### config.mk
export PLATFORM = sky130hd
export DESIGN_NAME = aes_block_assembler
export DESIGN_NICKNAME = d
export VERILOG_FILES = /design/src/rtl/aes_block_assembler_pkg.sv /design/src/rtl/aes_block_buf.sv /design/src/rtl/aes_block_assembler.sv
export SDC_FILE = /design/constraint.sdc
export NUM_CORES = 1
export LEC_CHECK = 0
export CELL_PAD_IN_SITES_DETAIL_PLACEMENT = 1
export CELL_PAD_IN_SITES_GLOBAL_PLACEMENT = 1
export CORE_MARGIN = 3
export CORE_UTILIZATION = 45
export CTS_BUF_LIST = sky130_fd_sc_hd__clkbuf_8
export CTS_CLUSTER_DIAMETER = 100
export CTS_CLUSTER_SIZE = 24
export DETAILED_ROUTE_END_ITERATION = 8
export PLACE_DENSITY = 0.9
export REMOVE_ABC_BUFFERS = 1
export SKIP_CTS_REPAIR_TIMING = 1
export SLEW_MARGIN = 10
export SYNTH_ARGS = -nofsm -noshare
export SYNTH_HDL_FRONTEND = slang
export SYNTH_SLANG_ARGS = --single-unit
export TNS_END_PERCENT = 30
### constraint.sdc
create_clock -name clk_i -period 4.75 [get_ports clk_i]
set_input_delay 0.95 -clock clk_i [delete_from_list [all_inputs] [get_ports clk_i]]
set_output_delay 0.95 -clock clk_i [all_outputs]
set_load 0.02 [all_outputs]
### src/rtl/aes_block_assembler_pkg.sv
// Shared types and constants for the AES block assembler: FSM state encoding,
// control/flag bundles exchanged with the HWPE controller.
package aes_block_assembler_pkg;

  localparam int AES_BLOCK_W = 128;
  localparam int ASM_CNT_W   = 16;

  typedef enum logic [1:0] {
    ASM_IDLE = 2'd0,
    ASM_RUN  = 2'd1,
    ASM_DONE = 2'd2
  } asm_state_e;

  typedef struct packed {
    logic                 start;
    logic                 clear;
    logic [ASM_CNT_W-1:0] nb_blocks;
    logic                 swap;
  } assembler_ctrl_t;

  typedef struct packed {
    logic                 busy;
    logic                 done;
    logic [ASM_CNT_W-1:0] blk_cnt;
  } assembler_flags_t;

endpackage

### src/rtl/aes_block_buf.sv
// Single-entry pipeline register with valid/ready on both sides; it can be
// refilled in the same cycle it is drained, so a full stream sees no bubbles.
module aes_block_buf
  import aes_block_assembler_pkg::*;
#(
  parameter int W = AES_BLOCK_W
) (
  input  logic         clk,
  input  logic         rst,
  input  logic         clear,
  input  logic [W-1:0] in_data,
  input  logic         in_valid,
  output logic         in_ready,
  output logic [W-1:0] out_data,
  output logic         out_valid,
  input  logic         out_ready
);

  logic [W-1:0] data_q;
  logic         valid_q;

  assign in_ready  = !valid_q || out_ready;
  assign out_data  = data_q;
  assign out_valid = valid_q;

  always_ff @(posedge clk) begin
    if (rst) begin
      data_q  <= '0;
      valid_q <= 1'b0;
    end else if (clear) begin
      valid_q <= 1'b0;
    end else if (in_valid && in_ready) begin
      data_q  <= in_data;
      valid_q <= 1'b1;
    end else if (out_ready) begin
      valid_q <= 1'b0;
    end
  end

endmodule

### src/rtl/aes_block_assembler.sv
// Packs DATA_W-bit stream words into BLOCK_W-bit AES blocks and hands them to
// the engine through a one-entry output buffer (double-buffered with the assembly register).
//
// Handshakes: a transfer happens on a rising clk_i edge where valid and ready
// are both high; valid never waits on ready, and in_ready_o / out_valid_o never
// depend combinationally on in_valid_i.
module aes_block_assembler
  import aes_block_assembler_pkg::*;
#(
  parameter int DATA_W  = 32,
  parameter int BLOCK_W = AES_BLOCK_W,
  parameter int CNT_W   = ASM_CNT_W
) (
  input  logic               clk_i,
  input  logic               rst_i,
  input  logic               start_i,
  input  logic               clear_i,
  input  logic [CNT_W-1:0]   nb_blocks_i,
  input  logic               swap_i,
  input  logic [DATA_W-1:0]  in_data_i,
  input  logic               in_valid_i,
  output logic               in_ready_o,
  output logic [BLOCK_W-1:0] out_data_o,
  output logic               out_valid_o,
  input  logic               out_ready_i,
  output logic               busy_o,
  output logic               done_o,
  output logic [CNT_W-1:0]   blk_cnt_o,
  output logic [1:0]         state_o
);

  localparam int NW    = BLOCK_W / DATA_W;
  localparam int IDX_W = (NW > 1) ? $clog2(NW) : 1;
  localparam int WC_W  = CNT_W + IDX_W;

  asm_state_e       state_q, state_d;
  assembler_ctrl_t  ctrl;
  assembler_flags_t flags;

  logic [CNT_W-1:0]   nb_q, blk_cnt_q;
  logic               swap_q;
  logic [WC_W-1:0]    wcnt_q, quota;
  logic [IDX_W-1:0]   widx_q;
  logic [BLOCK_W-1:0] asm_q;
  logic               asm_full_q;
  logic [DATA_W-1:0]  word;
  logic               in_fire, out_fire, last_word, last_blk, buf_in_ready, move;

  assign ctrl = '{start: start_i, clear: clear_i, nb_blocks: nb_blocks_i, swap: swap_i};

  assign quota     = WC_W'(nb_q) * WC_W'(NW);
  assign in_fire   = in_valid_i && in_ready_o;
  assign out_fire  = out_valid_o && out_ready_i;
  assign last_word = (widx_q == IDX_W'(NW - 1));
  assign last_blk  = ((blk_cnt_q + CNT_W'(1)) == nb_q);
  assign move      = asm_full_q && buf_in_ready;

  always_comb begin
    word = in_data_i;
    if (swap_q) begin
      for (int b = 0; b < DATA_W / 8; b++) begin
        word[8*b +: 8] = in_data_i[DATA_W-8-8*b +: 8];
      end
    end
  end

  always_ff @(posedge clk_i) begin
    if (rst_i) state_q <= ASM_IDLE;
    else       state_q <= state_d;
  end

  always_comb begin
    state_d = state_q;
    if (ctrl.clear) begin
      state_d = ASM_IDLE;
    end else begin
      case (state_q)
        ASM_IDLE: if (ctrl.start) state_d = (ctrl.nb_blocks == '0) ? ASM_DONE : ASM_RUN;
        ASM_RUN:  if (out_fire && last_blk) state_d = ASM_DONE;
        ASM_DONE: state_d = ASM_IDLE;
        default:  state_d = ASM_IDLE;
      endcase
    end
  end

  // Stop taking words only when both stages hold a complete block.
  always_comb begin
    flags.busy    = (state_q == ASM_RUN);
    flags.done    = (state_q == ASM_DONE);
    flags.blk_cnt = blk_cnt_q;
    in_ready_o    = (state_q == ASM_RUN) && (wcnt_q < quota) && !(asm_full_q && out_valid_o);
  end

  assign busy_o    = flags.busy;
  assign done_o    = flags.done;
  assign blk_cnt_o = flags.blk_cnt;
  assign state_o   = state_q;

  always_ff @(posedge clk_i) begin
    if (rst_i) begin
      nb_q       <= '0;
      swap_q     <= 1'b0;
      blk_cnt_q  <= '0;
      wcnt_q     <= '0;
      widx_q     <= '0;
      asm_q      <= '0;
      asm_full_q <= 1'b0;
    end else if (ctrl.clear) begin
      wcnt_q     <= '0;
      widx_q     <= '0;
      asm_q      <= '0;
      asm_full_q <= 1'b0;
    end else if (state_q == ASM_IDLE && ctrl.start) begin
      nb_q       <= ctrl.nb_blocks;
      swap_q     <= ctrl.swap;
      blk_cnt_q  <= '0;
      wcnt_q     <= '0;
      widx_q     <= '0;
      asm_full_q <= 1'b0;
    end else begin
      if (out_fire && blk_cnt_q != nb_q) blk_cnt_q <= blk_cnt_q + CNT_W'(1);
      if (in_fire) begin
        asm_q[int'(widx_q)*DATA_W +: DATA_W] <= word;
        wcnt_q <= wcnt_q + WC_W'(1);
        widx_q <= last_word ? '0 : widx_q + IDX_W'(1);
      end
      if (in_fire && last_word) asm_full_q <= 1'b1;
      else if (move)            asm_full_q <= 1'b0;
    end
  end

  aes_block_buf #(.W(BLOCK_W)) u_out_buf (
    .clk       (clk_i),
    .rst       (rst_i),
    .clear     (clear_i),
    .in_data   (asm_q),
    .in_valid  (asm_full_q),
    .in_ready  (buf_in_ready),
    .out_data  (out_data_o),
    .out_valid (out_valid_o),
    .out_ready (out_ready_i)
  );

endmodule

==> results by stage, run 1 <==
Die:
- The number of rows created at floorplan is a little over 60.
- The I/O pin total is 205.
- The die is between 150 and 200 um wide.
- For this configuration, the core starts out at a cell density of 46.0%.
- The area of the die is 0.0317 mm2.
- The floorplan step defined a core boundary enclosing between 0.02 and 0.03 mm2.
- In this run the vertical extent of the chip is between 150 and 200 um.

Run:
- The max capacitance violation total is 0.

Drt:
- The overall routed net length is approximately 41000 um.
- Detailed routing inserted a total of between 10000 and 15000 vias.
- The count of nets left with antenna violations once routing finished came out at 0.
- The number of detailed-route iterations in the first pass is 5.
- The initial detailed-routing violation count is slightly above 600.
- In the final routed layout, each cell accounts on average for 19.3 um.
- The detail-routed via count per cell is 5.53.
- In the routed design, unresolved DRC markers number 0.

CTS:
- The number of clock buffers added by TritonCTS is 17.
- In this run the deepest clock path goes through 3 buffers.
- The root buffer cell chosen for the clock tree is sky130_fd_sc_hd__clkbuf_8.
- The clock network latency to the later pin of the worst-skew pair is 560 ps.
- The number of sinks on the clock net is approximately 310.
- In this run the number of H-tree levels came out at 1.
- The register clock-pin slew on the reported worst setup and hold paths is roughly 150 ps.
- The clock tree from TritonCTS is built.

Synthesis:
- The fraction of the yosys area taken by sequential cells is roughly 47%.
- The area share of the largest cell type after synthesis is around 47%.
- The area of the mapped netlist is 0.0133 mm2.
- The leading area contributor after synthesis is sky130_fd_sc_hd__dfxtp_1.
- Yosys mapped a number of flops with a built-in enable equal to 0.
- Yosys attributes the largest share of cell area to sky130_fd_sc_hd__dfxtp_1 47%, sky130_fd_sc_hd__nand2_1 16%, sky130_fd_sc_hd__mux2i_1 9.9%, sky130_fd_sc_hd__a21oi_1 6.5%, sky130_fd_sc_hd__mux2_2 2.7%.
- In the post-synthesis netlist, the cell with the most instances is sky130_fd_sc_hd__nand2_1.
- Each instance of the synthesized netlist takes up on average between 8 and 9 um2.
- The number of synthesized register bits is roughly 310.
- The most frequently used flop master after synthesis is sky130_fd_sc_hd__dfxtp_1.
- The number of distinct library cells after synthesis is between 50 and 60.
- Of all flip-flops after synthesis, the portion carrying an async set or reset was 0%.
- Synthesis produced between 1500 and 2000 cells.
- By count the netlist is led by 576 x sky130_fd_sc_hd__nand2_1, 313 x sky130_fd_sc_hd__dfxtp_1, 174 x sky130_fd_sc_hd__a21oi_1, 131 x sky130_fd_sc_hd__mux2i_1, 87 x sky130_fd_sc_hd__clkbuf_1.
- Yosys printed 0 warnings.

Timing:
- Across the routed clock network, the largest skew measured is around 26 ps.
- The total count of max-transition violations in the final report came to 0.
- The hold violation count in the final report is 0.
- The final setup violation count is 0.
- The worst path in the final design needs a cycle of approximately 4300 ps, including I/O delays and setup.
- Adding up every negative setup slack in the final design gives 0 ps.
- Based on the critical path, the design can be clocked at up to 233 MHz.
- Setup repair after global routing left no endpoint under its margin.
- The final hold slack is roughly 460 ps.
- Measured against its own limit, the worst slew margin works out to a little under a third.
- The slew at the pin closest to its max-slew limit is around 1000 ps.
- In the finished design, the share of the clock period the worst path needs comes to ~90%.

Worst hold path:
- The start point of the worst min-delay path is asm_q[126].
- The path with the worst hold slack has its endpoint at u_out_buf.out_data[126].
- The worst hold path was traced through 2 stages.
- The worst min-delay path class is flop to flop.

Run status:
- The run finished with clean final reports.

Setup path:
- The worst register-to-register path begins at nb_q[5].
- Data on the critical path is required at its endpoint by ~3800 ps.
- The critical path is of the flop to primary output type.
- The category of the worst setup path capture point is a primary output.
- The most common cell type on the critical path is sky130_fd_sc_hd__inv_1.
- The minimum setup slack among reg-to-reg paths is about 1200 ps.
- Among all stages on the critical path, the largest delay is contributed by sky130_fd_sc_hd__o211ai_1.
- The critical path launch point type is a flop.
- The largest stage delay on the critical path is roughly 820 ps.
- The highest fanout seen on the critical path is 15.
- The path depth of the worst reg2reg path is 9.
- Walking the worst path, the cells encountered are inv_1 -> ha_1 -> and3_1 -> nand2_1 -> o31a_1 -> o211ai_1 -> inv_1 -> clkdlybuf4s50_1.
- The endpoint identified for the worst register-to-register timing path is asm_q[3].
- The critical path arrival is roughly 3300 ps.

GRT:
- For this run, the total global-route usage over all layers was measured as about a quarter.
- The wire length of the first global-routing pass is 65900 um.
- The via count of the first global-routing pass is 12700.
- Summed over all layers, the global routing overflow is 0.
- The largest net degree at the start of global routing is about 130.
- The initial antenna violation count is 2.

Placement:
- The final HPWL from detailed placement is about 28000 um.
- The final weighted congestion in routability-driven placement is around 0.85.
- The number of input and output port buffers inserted is 204.

Finish:
- The net count of the finished layout is about 1800.
- After filler insertion, the fill cell instance count of the layout stands at about 3500.
- The fraction of layout instances using a drive strength above 1 is between 5 and 6%.
- Compared with the post-synthesis result, the final layout area differs by 19.7%.

Power:
- The areal power density over the cells is around 260 mW/mm2.
- The maximum vdd drop is roughly 160 uV.
- The analysis attributes to cell leakage a power of roughly 0.0050 uW.
worst max-delay path, delay by kind of cell, from the launching register on:
family,cells,cell delay [ps]
AOI/OAI and AO/OA,2,1090
buffers and inverters,3,730
DFF,1,440
adders and majority gates,1,290
and+or+nand+nor,2,230
layout by cell type, fill, tap and decap left out, types with 7 or more instances in the layout:
master and count:
sky130_fd_sc_hd__clkdlybuf4s50_1 203, sky130_fd_sc_hd__or4_1 12, sky130_fd_sc_hd__nor2_4 7, sky130_fd_sc_hd__ha_1 23, sky130_fd_sc_hd__nand2_1 576, sky130_fd_sc_hd__inv_1 33, sky130_fd_sc_hd__mux2_2 32, sky130_fd_sc_hd__o31ai_1 9
sky130_fd_sc_hd__clkbuf_8 18, sky130_fd_sc_hd__or3_1 13, sky130_fd_sc_hd__dfxtp_1 312, sky130_fd_sc_hd__xor2_1 13, sky130_fd_sc_hd__buf_4 17, sky130_fd_sc_hd__nor2_1 28, sky130_fd_sc_hd__o21ai_0 14, sky130_fd_sc_hd__nand3_1 18
sky130_fd_sc_hd__mux2i_1 131, sky130_fd_sc_hd__nand4_1 8, sky130_fd_sc_hd__xnor2_1 17, sky130_fd_sc_hd__a21oi_1 174
layout make-up:
type                       count  area [um2]  share of cell area, %
multi-input combinational   1156        6540                   41.1
sequential                   313        6270                   39.4
timing repair buffer         222        2200                   13.8
tap                          384         480                   3.02
clock buffer                  18         248                   1.56
inverter                      33         124                  0.778
clock inverter                 4        61.3                  0.385
antenna                        1        2.50                 0.0157
through the flow:
step | utilization [%] | cells | setup WS, ps | instance area [um2] | total power, uW
final | 55.0 | 2131 | 456 | 15900 | 4180
after global routing | 55.0 | 2131 | 167 | 15900 | 4330
after detailed placement | 53.9 | 2108 | 1040 | 15600 | 2980
after global placement | 53.9 | 2108 | 1160 | 15600 | 2970
after CTS | 55.0 | 2130 | 407 | 15900 | 4220
after floorplan | - | 1502 | -3390 | 12900 | 2830
power by group:
| part | switching (uW) | internal, uW |
|---|---|---|
| sequential | 15.9 | 2640 |
| combinational | 166 | 105 |
| clock | 838 | 414 |
sequential cells by signal, indices dropped and copies added (netlist names):
name	count
state_o	2
blk_cnt_o	16
u_out_buf.out_valid	1
nb_q	16
asm_q	128
swap_q	1
wcnt_q	18
u_out_buf.out_data	128
widx_q	2
asm_full_q	1
kinds of logic after synthesis:
group                      count (synthesis)  share of synthesized area [%]
buffers and inverters                    139                           4.31
AOI/OAI and AO/OA                        232                           9.76
xor gates and xnor gates                  30                           1.98
and+or+nand+nor                          708                           22.1
DFF                                      313                           47.1
muxes                                    163                           12.6
adders and majority gates                 23                           2.16
worst max-delay path by stage:
stage / start / slack, ps / to / cells past startpoint
floorplan: out_ready_i / -3390 / u_out_buf.out_data[0] / 4
global placement: nb_q[5] / 1160 / in_ready_o / 8
detailed placement: nb_q[5] / 1040 / in_ready_o / 8
CTS: nb_q[5] / 410 / in_ready_o / 8
global route: nb_q[6] / 170 / in_ready_o / 8
finish: nb_q[5] / 460 / in_ready_o / 8
per-layer routing:
metal	up-vias	GRT usage, %	part of all wire, %
met5	-	0	0.032
met4	2	9.36	3.5
met3	94	3.87	5.0
met2	294	44.5	49
met1	5827	31.9	42
li1	5568	-	-
Note: power is estimated with default switching activity, not from simulation.
==> inputs of run 2 (changes only) <==
--- a/config.mk
+++ b/config.mk
@@ -8,14 +8,15 @@
 export CELL_PAD_IN_SITES_DETAIL_PLACEMENT = 1
 export CELL_PAD_IN_SITES_GLOBAL_PLACEMENT = 1
 export CORE_MARGIN = 3
-export CORE_UTILIZATION = 45
+export CORE_UTILIZATION = 42
 export CTS_BUF_LIST = sky130_fd_sc_hd__clkbuf_8
 export CTS_CLUSTER_DIAMETER = 100
 export CTS_CLUSTER_SIZE = 24
 export DETAILED_ROUTE_END_ITERATION = 8
-export PLACE_DENSITY = 0.9
+export PLACE_DENSITY = 0.85
 export REMOVE_ABC_BUFFERS = 1
 export SKIP_CTS_REPAIR_TIMING = 1
+export SKIP_LAST_GASP = 1
 export SLEW_MARGIN = 10
 export SYNTH_ARGS = -nofsm -noshare
 export SYNTH_HDL_FRONTEND = slang
==> constraint.sdc (replaced) <==
create_clock -name clk_i -period 4.1 [get_ports clk_i]
set_input_delay 0.82 -clock clk_i [delete_from_list [all_inputs] [get_ports clk_i]]
set_output_delay 0.82 -clock clk_i [all_outputs]
set_load 0.02 [all_outputs]
==> results by stage, run 2 (synthesis gave the netlist of run 1 again) <==
Setup path:
- The type of the setup path with the least slack is flop to primary output.
- Data arrives at the worst endpoint at 2880 ps.
- The category of the worst setup path capture point is a primary output.
- The worst setup path is launched from a flop.
- Data on the critical path is required at its endpoint by 3280 ps.
- Of all nets on the critical path, the largest fanout is 3.

Die:
- around 210 I/O pins were placed.
- For this configuration, the core starts out at a cell density of between 40% and 50%.
- The number of rows created at floorplan is 64.
- The die covers around 0.034 mm2.
- The width of the chip is approximately 180 um.
- From bottom edge to top edge, the die measures between 150 and 200 um.
- After floorplanning, the core was sized to cover between 0.03 and 0.04 mm2.

CTS:
- The library cell used as clock root buffer is sky130_fd_sc_hd__clkbuf_8.
- Counting the buffers created by CTS gives 17.
- Clock-pin slew was measured on the worst setup and hold paths at roughly 140 ps.
- CTS built an H-tree with a depth of 1.
- The number of sinks on the clock net is about 310.
- For the worst-skew pair, the clock arrives at the later sink with an insertion delay of about 550 ps.
- The clock passes through at most 3 buffers.
- The clock tree from TritonCTS is built.

Drt:
- In this run, the number of DRC markers left after iteration 0 of detailed routing was approximately 570.
- The detail-routed via count per cell is 5.46.
- The via count of the routed design is ~12000.
- The number of DRC violations after detailed routing is 0.
- The number of detailed-route iterations in the first pass is 5.
- For this block, the routed nets add up to a little over 40000 um of wire.
- Dividing the detail-routed wire length by the instance count gives roughly 19 um.
- In this run the remaining antenna-violating nets after routing total 0.

Placement:
- Routability-driven placement finished with a final weighted congestion of 0.884.
- Summed over all nets, the half-perimeter wirelength after detailed placement is about 28000 um.
- The number of placed instances, taps included is 2123.
- The number of input and output port buffers inserted is a little over 200.

Timing:
- Setup total negative slack on the finished layout was measured at 0 ps.
- Setup repair after global routing left no endpoint under its margin.
- Derived from the worst setup path, the maximum achievable clock frequency is ~270 MHz.
- The hold violation count in the final report is 0.
- The time the worst path needs with I/O delays and setup is approximately 3700 ps.
- The worst path uses approximately 90% of the clock period.
- The slew at the pin closest to its max-slew limit is roughly 1000 ps.
- The final setup violation count is 0.
- For the final database, setup skew stands at 30.0 ps.
- The total count of max-transition violations in the final report is 0.
- Measured against its own limit, the worst slew margin works out to between 30% and 40%.

Finish:
- Of the cells placed in the final design, the portion with a size suffix greater than 1 is about 5.3%.
- The fill cell instance count of the final layout is about 3700.
- The most common library cell in the layout ignoring fill and taps is sky130_fd_sc_hd__nand2_1.
- Compared with the post-synthesis result, the final layout area differs by 20.2%.
- The library cells used most frequently in the layout, excluding fill and tap cells, are 576 x sky130_fd_sc_hd__nand2_1, 312 x sky130_fd_sc_hd__dfxtp_1, 203 x sky130_fd_sc_hd__clkdlybuf4s50_1.
- The final layout contains between 1500 and 2000 nets.
- The final non-filler cell total is between 2000 and 2500.

GRT:
- The total congestion overflow after global routing is 0.
- The initial antenna violation count is 3.
- The global router's overall resource usage is ~24%.
- The largest net degree at the start of global routing is roughly 150.
- The first global-routing pass estimated ~67000 um of wire.
- The via count of the first global-routing pass came to about 13000.

Power:
- The standby leakage power is ~0.0050 uW.
- The areal power density over the cells is about 300 mW/mm2.
- The maximum vdd drop is between 150 and 200 uV.

Run:
- The tool flagged a number of max-cap violations equal to 0.

Run status:
- The flow ran to the end, and the final reports show no timing, DRC or antenna violations.

Worst hold path:
- The worst min-delay path class is flop to flop.
==> run 2: cell count changes in the layout (fill, tap and decap cells not counted) <==
cell	change
sky130_fd_sc_hd__buf_12	+6
sky130_fd_sc_hd__buf_4	-3
sky130_fd_sc_hd__bufinv_16	-1
sky130_fd_sc_hd__clkbuf_8	-1
sky130_fd_sc_hd__clkinv_4	+1
sky130_fd_sc_hd__clkinv_8	-1
sky130_fd_sc_hd__clkinvlp_4	-2
sky130_fd_sc_hd__inv_16	+1
==> run 2: where the power goes <==
group / internal (uW) / switching (uW) / total, uW
clock network: 400 / 971 / 1370
registers: 3050 / 18.7 / 3070
logic: 125 / 193 / 318
total: 3580 / 1180 / 4760
==> run 2: through the flow <==
stage | setup slack [ps] | hold slack (ps) | utilization, % | instance area (um2) | total power, uW
after floorplan | -3910 | 426 | - | 12900 | 3280
after global placement | 1050 | 438 | 50.9 | 15700 | 3440
after detailed placement | 949 | 447 | 50.9 | 15700 | 3450
after CTS | 360 | 449 | 51.7 | 16000 | 4800
after global routing | 189 | 467 | 51.7 | 16000 | 4940
final | 401 | 446 | 51.7 | 16000 | 4760
==> run 2: layout make-up <==
class                      instances  area, um2  share of cell area, %
antenna                            1       2.50                 0.0157
clock buffer                      17        234                   1.46
clock inverter                     2       28.8                  0.180
inverter                          33        124                  0.775
multi-input combinational       1156       6540                   40.9
sequential                       313       6270                   39.2
tap                              396        495                   3.10
timing repair buffer             225       2300                   14.4
==> run 2: final timing paths <==
kind,slack [ps],end,startpoint,depth (start not counted)
max,400,in_ready_o,nb_q[6],8
min,450,u_out_buf.out_data[126],asm_q[126],2
max reg2reg,1080,asm_q[106],nb_q[6],9
min reg2reg,450,u_out_buf.out_data[126],asm_q[126],2
==> run 2: layer usage <==
metal	vias to the layer above	wire [um]	track usage (%)
li1	5571	-	-
met2	266	20900	43.8
met4	4	970	6.35
met1	5799	17700	29.9
met5	-	19	0
met3	70	1720	2.97
==> run 2: worst max-delay path: stages, from the launching register on <==
cell and delay (ps):
sky130_fd_sc_hd__dfxtp_1 390, sky130_fd_sc_hd__inv_1 60, sky130_fd_sc_hd__ha_1 300, sky130_fd_sc_hd__a21o_1 190, sky130_fd_sc_hd__a221oi_1 300, sky130_fd_sc_hd__o31a_1 240
sky130_fd_sc_hd__o211ai_1 160, sky130_fd_sc_hd__inv_1 80, sky130_fd_sc_hd__clkdlybuf4s50_1 590
==> inputs of run 3 (changes only) <==
--- a/config.mk
+++ b/config.mk
@@ -5,9 +5,10 @@
 export SDC_FILE = /design/constraint.sdc
 export NUM_CORES = 1
 export LEC_CHECK = 0
+export CAP_MARGIN = 20
 export CELL_PAD_IN_SITES_DETAIL_PLACEMENT = 1
 export CELL_PAD_IN_SITES_GLOBAL_PLACEMENT = 1
-export CORE_MARGIN = 3
+export CORE_MARGIN = 2
 export CORE_UTILIZATION = 42
 export CTS_BUF_LIST = sky130_fd_sc_hd__clkbuf_8
 export CTS_CLUSTER_DIAMETER = 100
==> results by stage, run 3 (synthesis gave the netlist of run 1 again) <==
Placement:
- Detailed placement ended at an HPWL of approximately 28000 um.
- After detailed placement, the design holds a cell count of between 2000 and 2500.
- Port buffering added 204 buffers.
- The cell area after placement is approximately 0.016 mm2.
- The final weighted congestion in routability-driven placement is between 0.8 and 0.9.

Drt:
- The count of nets left with antenna violations once routing finished came out at 0.
- In the routed design, unresolved DRC markers number 0.
- The routed design has about 40000 um of wire.
- The routed length per instance is between 15 and 20 um.
- The detail-routed via count per cell is about 5.4.
- The initial detailed-routing violation count is 540.
- The number of detailed-route iterations in the first pass is 6.
- The via count of the routed design is between 10000 and 15000.

Die:
- The core footprint is 0.0314 mm2.
- The effective utilization at floorplan is 42.4%.
- The vertical die dimension is approximately 180 um.
- The die is 182 um wide.
- ~210 I/O pins were placed.
- The number of rows created at floorplan is 65.
- The floorplan step defined a die boundary enclosing around 0.033 mm2.

Setup path:
- The setup path with the least slack is of type flop to primary output.
- The category of the worst setup path capture point is a primary output.
- The critical path launch point type is a flop.
- The minimum setup slack among reg-to-reg paths is 900 ps.
- The path depth of the worst reg2reg path is 9.
- The required time at the endpoint of the critical path is between 3000 and 4000 ps.
- The end of the worst register-to-register path is asm_q[102].
- In this run the worst path has a maximum fanout of 15.
- The startpoint of the lowest-slack register-to-register path is nb_q[5].
- Data on the critical path arrives at its endpoint at just over 3000 ps.

Run:
- The max capacitance violation total is 0.

Power:
- Across the VDD grid, the largest voltage drop is about 220 uV.
- The areal power density over the cells is between 200 and 300 mW/mm2.
- The total chip power is ~4700 uW.
- In this run the static leakage power is 0.00500 uW.

Worst hold path:
- The startpoint identified for the worst hold timing path is asm_q[16].
- The worst hold path belongs to the class flop to flop.
- For hold timing, the worst endpoint is u_out_buf.out_data[16].
- Counting instances, the worst hold path has a depth of 2.

CTS:
- After clock tree synthesis, the clock-pin slew on the worst setup and hold paths is between 100 and 150 ps.
- The deepest clock path buffer count is 3.
- The total CTS buffers is 17.
- The library cell used as clock root buffer is sky130_fd_sc_hd__clkbuf_8.
- The depth of the CTS H-tree is 1.
- The number of sinks on the clock net is ~310.
- The clock tree from TritonCTS is built.
- The clock reaches the later pin of the worst-skew pair after 560 ps.

GRT:
- Summed over all layers, the global routing overflow is 0.
- The wire length of the first global-routing pass is between 60000 and 70000 um.
- Entering global routing, the biggest net connects 129 pins.
- In the global route stage, overall resource usage came out at 24.5%.
- The via count of the first global-routing pass was approximately 12000.
- The initial antenna violation count is 2.

Finish:
- The top cell types in the final layout, fill and taps aside, are 576 x sky130_fd_sc_hd__nand2_1, 312 x sky130_fd_sc_hd__dfxtp_1, 203 x sky130_fd_sc_hd__clkdlybuf4s50_1.
- Once layout is done, the placed cells without fillers occupy 0.0160 mm2.
- The final net count is roughly 1800.
- The final non-filler cell total is approximately 2200.
- The area growth from synthesis to layout is 19.9%.
- The library cell used most frequently in the layout, excluding fill and tap cells, is sky130_fd_sc_hd__nand2_1.
- The fraction of layout instances using a drive strength above 1 is between 5 and 6%.

Timing:
- The post-route clock period utilization is 93.6%.
- The max-slew headroom at the worst pin is around a third.
- The total count of max-transition violations in the final report was 0.
- Setup repair after global routing left no endpoint under its margin.
- Setup violations remaining at the end of the flow were counted as 0.
- The highest achievable clock rate is approximately 260 MHz.
- The hold violation count in the final report is 0.
- The clock skew after layout is ~27 ps.
- The slew at the pin closest to its max-slew limit is 1020 ps.
- Adding up every negative setup slack in the final design gives 0 ps.
- The routed design could run at a clock period as short as about 3800 ps.

Run status:
- The flow ran to the end, and the final reports show no timing, DRC or antenna violations.
==> run 3: changes by cell type in the layout (fill, tap and decap cells not counted) <==
cell | before | now
sky130_fd_sc_hd__buf_12 | 8 | 4
sky130_fd_sc_hd__buf_4 | 14 | 19
sky130_fd_sc_hd__clkinv_2 | 0 | 1
sky130_fd_sc_hd__clkinv_4 | 1 | 0
sky130_fd_sc_hd__clkinvlp_4 | 0 | 1
sky130_fd_sc_hd__diode_2 | 1 | 2
sky130_fd_sc_hd__inv_12 | 0 | 1
sky130_fd_sc_hd__inv_16 | 1 | 0
==> run 3: critical path, cell delays in order (launching register included) <==
cell                              delay (ps)
sky130_fd_sc_hd__dfxtp_1                 440
sky130_fd_sc_hd__inv_1                    80
sky130_fd_sc_hd__ha_1                    300
sky130_fd_sc_hd__and3_1                  180
sky130_fd_sc_hd__a221oi_1                260
sky130_fd_sc_hd__o31a_1                  240
sky130_fd_sc_hd__o211ai_1                110
sky130_fd_sc_hd__buf_4                   200
sky130_fd_sc_hd__inv_1                    60
sky130_fd_sc_hd__clkdlybuf4s50_1         590
==> run 3: final cells by class <==
type,count,area (um2)
Clock inverter,3,28.8
Tap cell,402,503
Clock buffer,17,234
Multi-Input combinational cell,1156,6540
Sequential cell,313,6270
Fill cell,3738,15400
Inverter,33,124
Timing Repair Buffer,226,2250
Antenna cell,2,5.00
==> run 3: where the power goes <==
part           internal, uW  leakage [uW]  switching (uW)
combinational           122       0.00234             196
clock                   398      0.000134             955
sequential             3050       0.00252            18.0
total                  3570       0.00500            1170
==> run 3: per-stage QoR <==
step / hold WS (ps) / worst slack (ps) / util (%)
6_report: 447 / 261 / 50.8
3_5_place_dp: 448 / 870 / 50.0
4_1_cts: 444 / 232 / 50.8
2_1_floorplan: 426 / -3910 / -
5_1_grt: 445 / 8.22 / 50.8
3_3_place_gp: 438 / 878 / 50.0
==> run 3: routing by layer <==
metal | global-route usage (%) | vias up | wire [um]
met5 | 0 | - | 0
met1 | 30.4 | 5789 | 17800
met2 | 44.1 | 227 | 20400
met4 | 6.87 | 0 | 930
met3 | 3.83 | 56 | 1850
li1 | - | 5593 | -
==> run 3: worst max-delay path by stage <==
stage                startpoint  cells after the start  slack (ps)                     to
floorplan           out_ready_i                      4       -3910  u_out_buf.out_data[0]
detailed placement      nb_q[5]                      9         870             in_ready_o
finish                  nb_q[5]                      9         260             in_ready_o
global route            nb_q[5]                      9           8             in_ready_o
CTS                     nb_q[5]                      9         230             in_ready_o
global placement        nb_q[5]                      9         880             in_ready_o
